<file path="config.mk">
export PLATFORM = sky130hd
export DESIGN_NAME = adc_scan_ctrl
export DESIGN_NICKNAME = d
export VERILOG_FILES = /design/src/rtl/adc_scan_pkg.sv /design/src/rtl/adc_ch_next.sv /design/src/rtl/adc_scan_ctrl.sv
export SDC_FILE = /design/constraint.sdc
export NUM_CORES = 1
export LEC_CHECK = 0
export ABC_AREA = 1
export BUFFER_PORTS_ARGS = -buffer_cell sky130_fd_sc_hd__buf_2
export CELL_PAD_IN_SITES_DETAIL_PLACEMENT = 0
export CELL_PAD_IN_SITES_GLOBAL_PLACEMENT = 1
export CORE_MARGIN = 2
export CORE_UTILIZATION = 41
export CTS_BUF_LIST = sky130_fd_sc_hd__clkbuf_16
export DETAILED_ROUTE_END_ITERATION = 12
export PLACE_DENSITY = 0.85
export SLEW_MARGIN = 10
export SYNTH_ARGS = -nofsm -noshare
export SYNTH_HDL_FRONTEND = slang
export SYNTH_SLANG_ARGS = --single-unit
</file>
<file path="constraint.sdc">
create_clock -name clk -period 4.5 [get_ports clk]
set_input_delay 0.225 -clock clk [delete_from_list [all_inputs] [get_ports clk]]
set_output_delay 0.225 -clock clk [all_outputs]
set_load 0.005 [all_outputs]
</file>
<file path="src/rtl/adc_scan_pkg.sv">
`default_nettype none
// +------------------------------------------------------------------+
// | Module   : adc_scan_pkg                                          |
// | Desc     : Shared widths and scan FSM state encoding for the     |
// |            ADC channel scan controller.                          |
// | Revision : 1.0 - initial release                                 |
// +------------------------------------------------------------------+
package adc_scan_pkg;

  localparam int ADC_W = 12;
  localparam int CH_W  = 3;

  typedef enum logic [2:0] {
    IDLE    = 3'd0,
    SEEK    = 3'd1,
    DISCARD = 3'd2,
    ACCUM   = 3'd3,
    STORE   = 3'd4
  } scan_state_t;

endpackage
`default_nettype wire

</file>
<file path="src/rtl/adc_ch_next.sv">
`default_nettype none
// +------------------------------------------------------------------+
// | Module   : adc_ch_next                                           |
// | Desc     : Find-first-set over a channel mask, restricted to     |
// |            indices above cur unless first is high.               |
// | Revision : 1.0 - initial release                                 |
// +------------------------------------------------------------------+
module adc_ch_next
  import adc_scan_pkg::*;
#(
  parameter int NUM_CH = 8
) (
  input  logic [NUM_CH-1:0] mask,
  input  logic [CH_W-1:0]   cur,
  input  logic              first,
  output logic [CH_W-1:0]   nxt_idx,
  output logic              found
);

  // Scan from the top down so the lowest qualifying index wins.
  always_comb begin
    nxt_idx = '0;
    found   = 1'b0;
    for (int i = NUM_CH - 1; i >= 0; i--) begin
      if (mask[i] && (first || (CH_W'(i) > cur))) begin
        nxt_idx = CH_W'(i);
        found   = 1'b1;
      end
    end
  end

endmodule
`default_nettype wire

</file>
<file path="src/rtl/adc_scan_ctrl.sv">
`default_nettype none
// +------------------------------------------------------------------+
// | Module   : adc_scan_ctrl                                         |
// | Desc     : Sequences the ADC channel select over a mask, drops   |
// |            stale conversions after each change, averages         |
// |            2^AVG_LOG2 samples and stores one result per channel. |
// | Revision : 1.0 - initial release                                 |
// +------------------------------------------------------------------+
module adc_scan_ctrl
  import adc_scan_pkg::*;
#(
  parameter int NUM_CH    = 8,
  parameter int AVG_LOG2  = 2,
  parameter int DISCARD_N = 2
) (
  input  logic              clk,
  input  logic              reset,
  input  logic              start,
  input  logic              cont,
  input  logic [NUM_CH-1:0] ch_mask,
  input  logic              adc_done,
  input  logic [ADC_W-1:0]  adc_result,
  output logic [CH_W-1:0]   chan,
  output logic              busy,
  output logic              scan_done,
  input  logic [CH_W-1:0]   rd_ch,
  output logic [ADC_W-1:0]  rd_data,
  output logic [NUM_CH-1:0] res_valid
);

  localparam int ACC_W  = ADC_W + AVG_LOG2;
  localparam int SMP_W  = AVG_LOG2 + 1;
  localparam int DISC_W = 2;
  localparam int BANK_N = 1 << CH_W;

  scan_state_t       state_q, state_d;
  logic [NUM_CH-1:0] mask_q, mask_d;
  logic [CH_W-1:0]   cur_q, cur_d;
  logic [CH_W-1:0]   chan_q, chan_d;
  logic              busy_q, busy_d;
  logic              scan_done_q, scan_done_d;
  logic [DISC_W-1:0] disc_q, disc_d;
  logic [SMP_W-1:0]  smp_q, smp_d;
  logic [ACC_W-1:0]  acc_q, acc_d;
  logic [ADC_W-1:0]  rd_data_q, rd_data_d;
  logic [NUM_CH-1:0] res_valid_q, res_valid_d;
  // Bank is sized to the full select range so any rd_ch/cur index is legal;
  // entries at or above NUM_CH are never written and stay zero.
  logic [ADC_W-1:0]  bank_q [BANK_N];
  logic [ADC_W-1:0]  bank_d [BANK_N];

  logic [CH_W-1:0]   first_idx, next_idx;
  logic              first_found, next_found;
  logic [ADC_W-1:0]  store_val;
  logic              rd_in_range;

  // Lowest enabled channel of the live mask, used when a pass begins.
  adc_ch_next #(.NUM_CH(NUM_CH)) u_first (
    .mask    (ch_mask),
    .cur     ('0),
    .first   (1'b1),
    .nxt_idx (first_idx),
    .found   (first_found)
  );

  // Next enabled channel above cur within the mask latched for this pass.
  adc_ch_next #(.NUM_CH(NUM_CH)) u_next (
    .mask    (mask_q),
    .cur     (cur_q),
    .first   (1'b0),
    .nxt_idx (next_idx),
    .found   (next_found)
  );

  assign store_val   = ADC_W'(acc_q >> AVG_LOG2);
  assign rd_in_range = ({1'b0, rd_ch} < (CH_W + 1)'(NUM_CH));

  // Scan sequencing, averaging, result bank and read port next-state logic.
  always_comb begin
    state_d     = state_q;
    mask_d      = mask_q;
    cur_d       = cur_q;
    chan_d      = chan_q;
    busy_d      = busy_q;
    scan_done_d = 1'b0;
    disc_d      = disc_q;
    smp_d       = smp_q;
    acc_d       = acc_q;
    bank_d      = bank_q;
    res_valid_d = res_valid_q;
    rd_data_d   = rd_in_range ? bank_q[rd_ch] : '0;

    case (state_q)
      IDLE: begin
        if ((start || cont) && first_found) begin
          mask_d  = ch_mask;
          cur_d   = first_idx;
          busy_d  = 1'b1;
          state_d = SEEK;
        end
      end
      SEEK: begin
        chan_d  = cur_q;
        disc_d  = '0;
        state_d = DISCARD;
      end
      DISCARD: begin
        if (adc_done) begin
          if (disc_q == DISC_W'(DISCARD_N - 1)) begin
            acc_d   = '0;
            smp_d   = '0;
            state_d = ACCUM;
          end else begin
            disc_d = disc_q + 1'b1;
          end
        end
      end
      ACCUM: begin
        if (adc_done) begin
          acc_d = acc_q + ACC_W'(adc_result);
          if (smp_q == SMP_W'((1 << AVG_LOG2) - 1)) begin
            state_d = STORE;
          end else begin
            smp_d = smp_q + 1'b1;
          end
        end
      end
      STORE: begin
        bank_d[cur_q] = store_val;
        res_valid_d   = res_valid_q | (NUM_CH'(1) << cur_q);
        if (next_found) begin
          cur_d   = next_idx;
          state_d = SEEK;
        end else begin
          scan_done_d = 1'b1;
          // Continuous mode re-evaluates the live mask in this same cycle.
          if (cont && first_found) begin
            mask_d  = ch_mask;
            cur_d   = first_idx;
            state_d = SEEK;
          end else begin
            busy_d  = 1'b0;
            state_d = IDLE;
          end
        end
      end
      default: begin
        busy_d  = 1'b0;
        state_d = IDLE;
      end
    endcase
  end

  // State registers; reset aborts any pass with no partial store.
  always_ff @(posedge clk or posedge reset) begin
    if (reset) begin
      state_q     <= IDLE;
      mask_q      <= '0;
      cur_q       <= '0;
      chan_q      <= '0;
      busy_q      <= 1'b0;
      scan_done_q <= 1'b0;
      disc_q      <= '0;
      smp_q       <= '0;
      acc_q       <= '0;
      rd_data_q   <= '0;
      res_valid_q <= '0;
      for (int i = 0; i < BANK_N; i++) begin
        bank_q[i] <= '0;
      end
    end else begin
      state_q     <= state_d;
      mask_q      <= mask_d;
      cur_q       <= cur_d;
      chan_q      <= chan_d;
      busy_q      <= busy_d;
      scan_done_q <= scan_done_d;
      disc_q      <= disc_d;
      smp_q       <= smp_d;
      acc_q       <= acc_d;
      rd_data_q   <= rd_data_d;
      res_valid_q <= res_valid_d;
      for (int i = 0; i < BANK_N; i++) begin
        bank_q[i] <= bank_d[i];
      end
    end
  end

  assign chan      = chan_q;
  assign busy      = busy_q;
  assign scan_done = scan_done_q;
  assign rd_data   = rd_data_q;
  assign res_valid = res_valid_q;

endmodule
`default_nettype wire

</file>
==> flow_metrics.env <==
export IMPL_status="finished, final reports clean"
export IMPL_final_cell_count_no_fill=1150
export IMPL_vdd_drop_max_mv=0.336
export IMPL_placed_cells=1117
export IMPL_combPwrFrac_pct=29.8
export IMPL_wire_per_inst_um=15.0
export IMPL_hold_viol_final=0
export IMPL_p_clk_share_pct=30.3
export IMPL_clock_latency_ns=0.42
export IMPL_clockRootBuffer="clkbuf_16"
export IMPL_p_sw_share_pct=36.2
export IMPL_grt_pass1_vias=5575
export IMPL_pwr_density_cell_nw_per_um2=577
export IMPL_cts_buffers=17
export IMPL_initial_core_util_pct=42.1
export IMPL_diodes=0
export IMPL_setup_viol=0
export IMPL_drv_cap=0
export IMPL_drv_slew=0
export IMPL_rr_endpoint="bank_q[51]"
export IMPL_cts_resized=0
export IMPL_io_pins=53
export IMPL_clock_path_buffers=2
export IMPL_setup_tns_ns=0
export IMPL_drc=0
export IMPL_relSlewSlack_pct=40.0
export IMPL_synth_top_cell_by_area="dfrtp_1"
export IMPL_core_um2=17400
export IMPL_fin_util_pct=48.0
export IMPL_skew_ns=0.00993
export IMPL_synth_top_cell_area_share_pct=52.4
export IMPL_port_buffers=52
export IMPL_power_switching_mw=1.74
export IMPL_synth_compound_area_share_pct=17.2
export IMPL_final_common_cell="nand2_1"
export IMPL_first_pass_iters=7
export IMPL_rrSetupSlack_ns=2.05
export IMPL_ff2ff_path_depth=5
export IMPL_async_flop_share_pct=100
export IMPL_synth_edf_count=0
export IMPL_fmax_ghz=0.407
export IMPL_tightest_slew_ns=0.898
export IMPL_yosys_warnings=0
export IMPL_criticalPathCategory="reg -> reg"
export IMPL_power_leakage_nw=4.06
export IMPL_hold_path_class="in -> reg"
export IMPL_synthFlopType="dfrtp_1"
export IMPL_vias=5935
export IMPL_htree_levels=4
export IMPL_first_iter_violations=452
export IMPL_worstPathMaxFanout=25
export IMPL_endpoint_kind="flip-flop"
export IMPL_die_area_um2=18900
export IMPL_synth_mux_area_share_pct=0.274
export IMPL_avgSynthCellArea_um2=8.37
export IMPL_p_int_mw=3.06
export IMPL_r2r_start="state_q[1]"
export IMPL_gp_congestion=0.817
export IMPL_placement_rows=48
export IMPL_syn_num_nets=917
export IMPL_die_h_um=138
export IMPL_ant_nets=0
export IMPL_grt_overflow_total=0
export IMPL_synth_simple_area_share_pct=21.2
export IMPL_synthToLayoutAreaGrowth_pct=13.9
export IMPL_netlist_area_um2=7310
export IMPL_die_w_um=138
export IMPL_nets=956
export IMPL_grt_usage_pct=20.0
export IMPL_arrival_ns=2.76
export IMPL_synth_top_family_by_area="simple AND/OR/NAND/NOR gates"
export IMPL_min_delay_start="ch_mask[2]"
export IMPL_routed_via_density=5.16
export IMPL_pwr_share_seq_pct=40.0
export IMPL_synth_seq_area_share_pct=52.4
export IMPL_drive_gt1_share_pct=12.4
export IMPL_whs_endpoint="mask_q[2]"
export IMPL_grt_max_degree=66
export IMPL_synth_seq_cells=153
export IMPL_post_route_min_period_ns=2.45
export IMPL_grt_pass1_wl_um=28800
export IMPL_hpwl_um=11300
export IMPL_final_cell_mix="nand2_1 (202), o21ai_0 (159), dfrtp_1 (153)"
export IMPL_fin_crit_sh_pct=54.5
export IMPL_critPathRequiredTime_ns=4.80
export IMPL_rsz0062_at_grt="false"
export IMPL_clkSinkCount=153
export IMPL_synthAdderAreaFrac_pct=2.84
export IMPL_antenna_found_initial=0
export IMPL_synthTopCellsByArea="dfrtp_1 (52%), o21ai_0 (11%), nand2_1 (10%)"
export IMPL_hold_depth=3
export IMPL_path_clk_slew_ns=0.06
export IMPL_cts_tree="done"
export IMPL_startpoint_type="flip-flop"
export IMPL_wirelength_um=17300
export IMPL_synthCells=873
export IMPL_yosysUniqueCellTypes=43
export IMPL_synthXorXnorAreaFrac_pct=0.359
routing by layer:
layer | up-vias | part of all wire (%) | GRT usage (%)
met5 | - | 0 | 0
met4 | 0 | 1.1 | 6.19
met3 | 11 | 3.9 | 3.97
met2 | 127 | 47 | 31.1
met1 | 2820 | 48 | 28.2
li1 | 2977 | - | -
synth_stat cells, types with 3 or more instances:
cell      number
nand3_1       19
nand3_2        3
dfrtp_1      153
o21ai_0      159
o21ai_1       10
a31oi_1       12
inv_2          6
buf_6          3
clkbuf_1      29
nor2_1       113
nand4_4        4
o22ai_1       21
ha_1          15
nand4_1        5
inv_1         59
nor2_2         4
nand2_1      202
o21bai_1       3
a21oi_1       20
cells by family (layout without fill, tap and decap cells):
kind of cell	after synthesis	count (layout)
xor+xnor	3	3
buf+inv	103	155
simple gates	361	361
fa+ha+maj	16	16
compound gates	235	235
mux	2	2
flops	153	153
how the worst max path moves through the flow:
stage,from,slack (ns),to,cells after the start
3_5_place_dp,state_q[1],2.07,bank_q[55],5
6_report,state_q[1],2.05,bank_q[51],5
4_1_cts,state_q[1],2.00,bank_q[51],5
3_3_place_gp,state_q[1],2.19,bank_q[53],5
5_1_grt,state_q[1],1.73,bank_q[57],5
2_1_floorplan,reset,0.15,acc_q[0],1
metrics by stage:
stage	setup slack (ns)	power (mW)	cell area [µm²]	hold WS, ns
after floorplan	0.154	2.99	7310	0.342
after global placement	2.19	3.35	7710	0.345
after detailed placement	2.07	3.37	7710	0.343
after CTS	2.00	4.84	8330	0.0129
after global routing	1.73	5.16	8330	0.0338
final	2.05	4.80	8330	0.0298
flip-flops by register name, indices dropped and copies added, names as in the netlist:
| register | flops |
|---|---|
| mask_q | 7 |
| bank_q | 96 |
| disc_q | 2 |
| res_valid | 8 |
| state_q | 3 |
| chan | 3 |
| busy | 1 |
| scan_done | 1 |
| cur_q | 3 |
| rd_data | 12 |
| acc_q | 14 |
| smp_q | 3 |
area by class of cell:
class                      count  area, µm²
clock inverter                15        178
inverter                      66        255
clock buffer                  17        425
timing repair buffer          57        300
tap                          225        282
sequential                   153       3830
multi-input combinational    617       3060
fill                        1686       9030
power groups by stage:
| stage | logic (mW) | clock network [mW] | registers, mW |
|---|---|---|---|
| after floorplan | 1.13 | 0 | 1.86 |
| after global placement | 1.41 | 0 | 1.94 |
| after detailed placement | 1.43 | 0 | 1.94 |
| after CTS | 1.44 | 1.48 | 1.92 |
| after global routing | 1.65 | 1.55 | 1.96 |
| final | 1.43 | 1.45 | 1.92 |
critical path: stages, from the launching register on:
cell,delay (ns)
dfrtp_1,0.41
nor2_1,0.17
inv_2,0.09
nor2_4,0.38
nand4_1,0.81
o21ai_0,0.47
timing repair:
item | CTS | global route
hold buffers | 1 | 0
setup buffers | 0 | 0
endpoints found under the hold margin | 63 | 0
(Power assumes the default switching activity.)
